$ cat src/rtl/weapon_rom_arbiter.sv
// Round-robin arbiter sharing the weapon sprite ROM; response 2 cycles after grant, in grant order.
// No backpressure: requesters hold req until gnt, and one request is granted per cycle.
module weapon_rom_arbiter #(
  parameter int N_REQ    = 4,
  parameter int W_SIZE   = 36,
  parameter int W_AMOUNT = 3,
  parameter int ADDR_W   = 12
) (
  input  logic                  CLK,
  input  logic                  RST,
  input  logic [N_REQ-1:0]      req,
  input  logic [4*N_REQ-1:0]    wep_type,
  input  logic [10*N_REQ-1:0]   wep_hc,
  input  logic [10*N_REQ-1:0]   wep_vc,
  output logic [N_REQ-1:0]      gnt,
  output logic [ADDR_W-1:0]     rom_addr,
  input  logic [3:0]            rom_data,
  output logic                  rsp_valid,
  output logic [1:0]            rsp_id,
  output logic [3:0]            rsp_pixel,
  output logic                  rsp_err,
  output logic [7:0]            err_count
);

  localparam logic [9:0] W_SIZE_C = 10'(W_SIZE);
  localparam logic [3:0] W_AMT_C  = 4'(W_AMOUNT);
  localparam logic [1:0] LAST_RST = 2'(N_REQ - 1);

  logic [1:0]       last;
  logic [N_REQ-1:0] gnt_w;
  logic [N_REQ-1:0] req_sh;
  logic             found;
  logic [1:0]       sel_idx;
  logic [3:0]       sel_type;
  logic [9:0]       sel_hc;
  logic [9:0]       sel_vc;
  logic             sel_err;
  logic [12:0]      addr13;
  logic             grant;
  int               cand;

  logic             valid_a, err_a, valid_b, err_b;
  logic [1:0]       id_a, id_b;

  // Search starts just after the last winner and wraps, so a lone requester can win back-to-back.
  always_comb begin
    found   = 1'b0;
    cand    = 0;
    req_sh  = '0;
    sel_idx = '0;
    gnt_w   = '0;
    for (int k = 1; k <= N_REQ; k++) begin
      cand = int'(last) + k;
      if (cand >= N_REQ) cand = cand - N_REQ;
      req_sh = req >> cand;
      if (!found && req_sh[0]) begin
        found   = 1'b1;
        sel_idx = 2'(cand);
        gnt_w   = {{(N_REQ-1){1'b0}}, 1'b1} << cand;
      end
    end
    gnt   = RST ? '0 : gnt_w;
    grant = found && !RST;
  end

  always_comb begin
    sel_type = 4'(wep_type >> (4 * sel_idx));
    sel_hc   = 10'(wep_hc >> (10 * sel_idx));
    sel_vc   = 10'(wep_vc >> (10 * sel_idx));
    sel_err  = (sel_hc >= W_SIZE_C) || (sel_vc >= W_SIZE_C) || (sel_type >= W_AMT_C);
    // Only in-range requests use the sum, so 13 bits cannot overflow for them.
    addr13   = 13'(sel_hc) + 13'(sel_vc) * 13'(W_SIZE) + 13'(sel_type) * 13'(W_SIZE * W_SIZE);
  end

  always_ff @(posedge CLK) begin
    if (RST) begin
      last      <= LAST_RST;
      rom_addr  <= '0;
      valid_a   <= 1'b0;
      id_a      <= '0;
      err_a     <= 1'b0;
      valid_b   <= 1'b0;
      id_b      <= '0;
      err_b     <= 1'b0;
      err_count <= '0;
    end else begin
      valid_a <= grant;
      if (grant) begin
        last     <= sel_idx;
        id_a     <= sel_idx;
        err_a    <= sel_err;
        rom_addr <= sel_err ? '0 : ADDR_W'(addr13);
        if (sel_err && err_count != 8'hFF) err_count <= err_count + 8'd1;
      end
      valid_b <= valid_a;
      err_b   <= valid_a & err_a;
      if (valid_a) id_b <= id_a;
    end
  end

  assign rsp_valid = valid_b;
  assign rsp_id    = id_b;
  assign rsp_err   = valid_b & err_b;
  assign rsp_pixel = (valid_b && !err_b) ? rom_data : 4'd0;

endmodule

$ cat config.mk
export PLATFORM = sky130hd
export DESIGN_NAME = weapon_rom_arbiter
export DESIGN_NICKNAME = d
export VERILOG_FILES = /design/src/rtl/weapon_rom_arbiter.sv
export SDC_FILE = /design/constraint.sdc
export NUM_CORES = 1
export LEC_CHECK = 0
export CAP_MARGIN = 20
export CORE_ASPECT_RATIO = 1.75
export CORE_MARGIN = 1.5
export CORE_UTILIZATION = 30
export DETAILED_ROUTE_END_ITERATION = 10
export GPL_TIMING_DRIVEN = 1
export PLACE_DENSITY = 0.53
export SLEW_MARGIN = 20
export SYNTH_ARGS = -nofsm -noshare
export SYNTH_HDL_FRONTEND = slang
export SYNTH_SLANG_ARGS = --single-unit
$ cat constraint.sdc
create_clock -name CLK -period 16.6 [get_ports CLK]
set_input_delay 1.66 -clock CLK [delete_from_list [all_inputs] [get_ports CLK]]
set_output_delay 1.66 -clock CLK [all_outputs]
set_load 0.05 [all_outputs]
==> impl_metrics.env <==
export IMPL_synth_top_cell_by_area="dfxtp_1"
export IMPL_ctsHtreeMaxLevel=2
export IMPL_drv_slew=0
export IMPL_ys_ff_latch=30
export IMPL_start_kind="input port"
export IMPL_crit_start="req[1]"
export IMPL_critPathMaxFanout=35
export IMPL_ctsHoldBuffers=0
export IMPL_grt_pass1_wl_um=23500
export IMPL_yosysSeqAreaShare_pct=14.6
export IMPL_synthesis_nets=706
export IMPL_worstMarginPinSlew_ns=0.921
export IMPL_finalCriticalPeriod_ns=7.47
export IMPL_syn_to_final_growth_pct=40.3
export IMPL_viasPerCell=5.61
export IMPL_cts_made_buffers=5
export IMPL_dieArea_um2=14500
export IMPL_diodes=0
export IMPL_dp_hpwl_um=11500
export IMPL_syn_area_um2=4120
export IMPL_synth_simple_area_share_pct=26.8
export IMPL_cts_tree="built"
export IMPL_totalWireLength_um=14800
export IMPL_async_flop_share_pct=0
export IMPL_arrival_ns=7.62
export IMPL_yosysWarnings=0
export IMPL_hp_class="flip-flop to flip-flop"
export IMPL_routedWlPerCell_um=17.3
export IMPL_wl_met2_um=8110
export IMPL_post_cts_buffers=0
export IMPL_r2r_start="last[0]"
export IMPL_cap_violations=0
export IMPL_gr_total_overflow=0
export IMPL_grt_max_degree=94
export IMPL_fill_cells=1381
export IMPL_drc_errors=0
export IMPL_num_io_pins=138
export IMPL_drt_iter0_drc=196
export IMPL_drive_above_1_share_pct=7.04
export IMPL_netlist_area_leader_share_pct=14.6
export IMPL_clock_sinks=30
export IMPL_root_buffer="clkbuf_16"
export IMPL_outcome="finished, final reports clean"
export IMPL_multi_input_area_um2=3270
export IMPL_clk_latency_ns=0.28
export IMPL_final_nets=823
export IMPL_maxSlewHeadroom_pct=38.2
export IMPL_hold_viol=0
export IMPL_firstDrtPassIters=5
export IMPL_ctsResizeCount=0
export IMPL_synth_ff_type="dfxtp_1"
export IMPL_synth_edff_count=0
export IMPL_syn_inst=564
export IMPL_start_util_pct=30.8
export IMPL_grt_usage_pct=20.1
export IMPL_finalCritPeriodShare_pct=45.0
export IMPL_synth_compound_area_share_pct=28.5
export IMPL_synth_top_family_by_area="compound AO/OA/AOI/OAI gates"
export IMPL_fp_coreArea_um2=13400
export IMPL_highest_layer="met4"
export IMPL_avgSynthCellArea_um2=7.31
export IMPL_grt_pass1_vias=4676
export IMPL_antenna_found_initial=0
export IMPL_die_w_um=91.6
export IMPL_place_congestion=0.827
export IMPL_yosysUniqueCellTypes=69
export IMPL_synth_commonest_cells="nand2_1 (48), nor3_1 (44), nor2_1 (43)"
export IMPL_final_setup_tns_ns=0
export IMPL_max_freq_mhz=134
export IMPL_worstSetupEndpointType="flip-flop"
export IMPL_regArea_um2=602
export IMPL_setup_viol=0
export IMPL_path_class="input port to flip-flop"
export IMPL_met1Wirelength_um=5790
export IMPL_die_h_um=158
export IMPL_io_buffers=137
export IMPL_rsz0062_at_grt="false"
export IMPL_postRouteAntennaNets=0
export IMPL_yosys_top_cells_area="dfxtp_1 (15%), ha_1 (8.5%), nor3_1 (5.3%), a21oi_1 (4.4%), nand2_1 (4.4%)"
export IMPL_synthMuxAreaShare_pct=7.83
export IMPL_clock_skew_ns=0.00769
export IMPL_num_vias=4803
export IMPL_yosys_area_share_adder_pct=12.4
export IMPL_rows=56
export IMPL_hp_start="rom_addr[6]"
export IMPL_clk_pin_slew_ns=0.05
export IMPL_clock_path_buffers=2
export IMPL_wl_met3_um=571
export IMPL_cp_required_ns=16.76
export IMPL_yosysMostFrequentCell="nand2_1"
export IMPL_yosys_area_share_xor_xnor_pct=3.61
==> worst max-delay path: stages <==
cell and delay, ns:
clkdlybuf4s50_1 0.54, mux2i_1 0.17, o22a_1 0.35, a211oi_4 0.25
buf_4 0.38, mux2_2 0.61, mux2_2 0.42, mux2i_1 0.26
inv_1 0.08, ha_1 0.19, ha_1 0.21, fa_1 0.49
inv_1 0.05, fa_1 0.49, inv_1 0.04, ha_1 0.33
a21oi_1 0.14, o21bai_1 0.10, a21o_1 0.18, a21oi_1 0.17
xnor2_1 0.15, xnor2_1 0.15, xnor2_1 0.14, o21ai_1 0.07
==> per-layer routing <==
layer,global-route usage [%],vias to the layer above
met5,0,-
met2,39.1,163
met1,22.7,2292
met4,7.29,0
met3,1.20,19
li1,-,2329
==> state kept, by name, summed over array words and instances (netlist names) <==
name,flops
id_a,2
err_b,1
err_a,1
rom_addr,12
valid_a,1
last,2
rsp_id,2
err_count,8
rsp_valid,1
==> per-stage QoR <==
step | hold slack, ns | setup slack (ns) | instances | util (%) | instance area [µm²]
6_report | 0.443 | 9.13 | 856 | 43.2 | 5790
3_3_place_gp | 0.438 | 8.94 | 848 | 42.1 | 5630
4_1_cts | 0.449 | 9.11 | 856 | 43.2 | 5790
2_1_floorplan | 0.431 | 9.92 | 564 | - | 4120
3_5_place_dp | 0.442 | 8.82 | 848 | 42.1 | 5630
5_1_grt | 0.474 | 8.70 | 856 | 43.2 | 5790
==> path summary, 6_finish.rpt <==
check	end	slack (ns)	depth (start not counted)
worst max-delay path	rom_addr[11]	9.13	24
worst min-delay path	rom_addr[6]	0.44	2
worst max register to register	rom_addr[11]	9.81	25
worst min register to register	rom_addr[6]	0.44	2
==> cell type report <==
| type | count | area share, % |
|---|---|---|
| clock inverter | 2 | 0.216 |
| clock buffer | 6 | 2.40 |
| timing repair buffer | 148 | 25.1 |
| tap | 174 | 3.76 |
| sequential | 30 | 10.4 |
| inverter | 25 | 1.62 |
| multi-input combinational | 471 | 56.5 |
==> kinds of logic (layout without fill, tap and decap cells) <==
logic type               after synthesis  after routing
XOR/XNOR                              17             17
adder cells (fa/ha/maj)               36             36
buffers and inverters                 63            181
AND/OR/NAND/NOR                      220            220
multiplexers                          28             28
AO/OA/AOI/OAI                        170            170
flip-flops                            30             30
==> cells in the final DEF (no fill, tap or decap), types with 3 or more instances in the layout <==
cell               n
nand3_1           15
o21ai_0           26
mux2_2            10
o22ai_1            9
o41ai_1            4
fa_1               8
clkbuf_16          5
a211oi_1          11
nor4_1             5
nor3_1            44
or4_1              3
a31oi_1            8
o311ai_0           9
o21ai_1            9
xnor2_1           15
nand2b_1           4
a21oi_1           36
o31ai_1            3
nor2b_1           14
and2_1             9
o21a_1             3
a22oi_1            3
or3_1             15
clkdlybuf4s50_1  137
and3_1             9
ha_1              28
nand2_1           48
nand4_1            3
a21o_1             6
a221oi_1           5
buf_4             11
dfxtp_1           29
inv_1             25
o22a_1             4
mux2i_1           14
o211ai_1           5
nor2_1            43
a2111oi_0          4
Power is not shown: default switching activity piles up to over one toggle a cycle in this logic, so the estimate is an artifact.
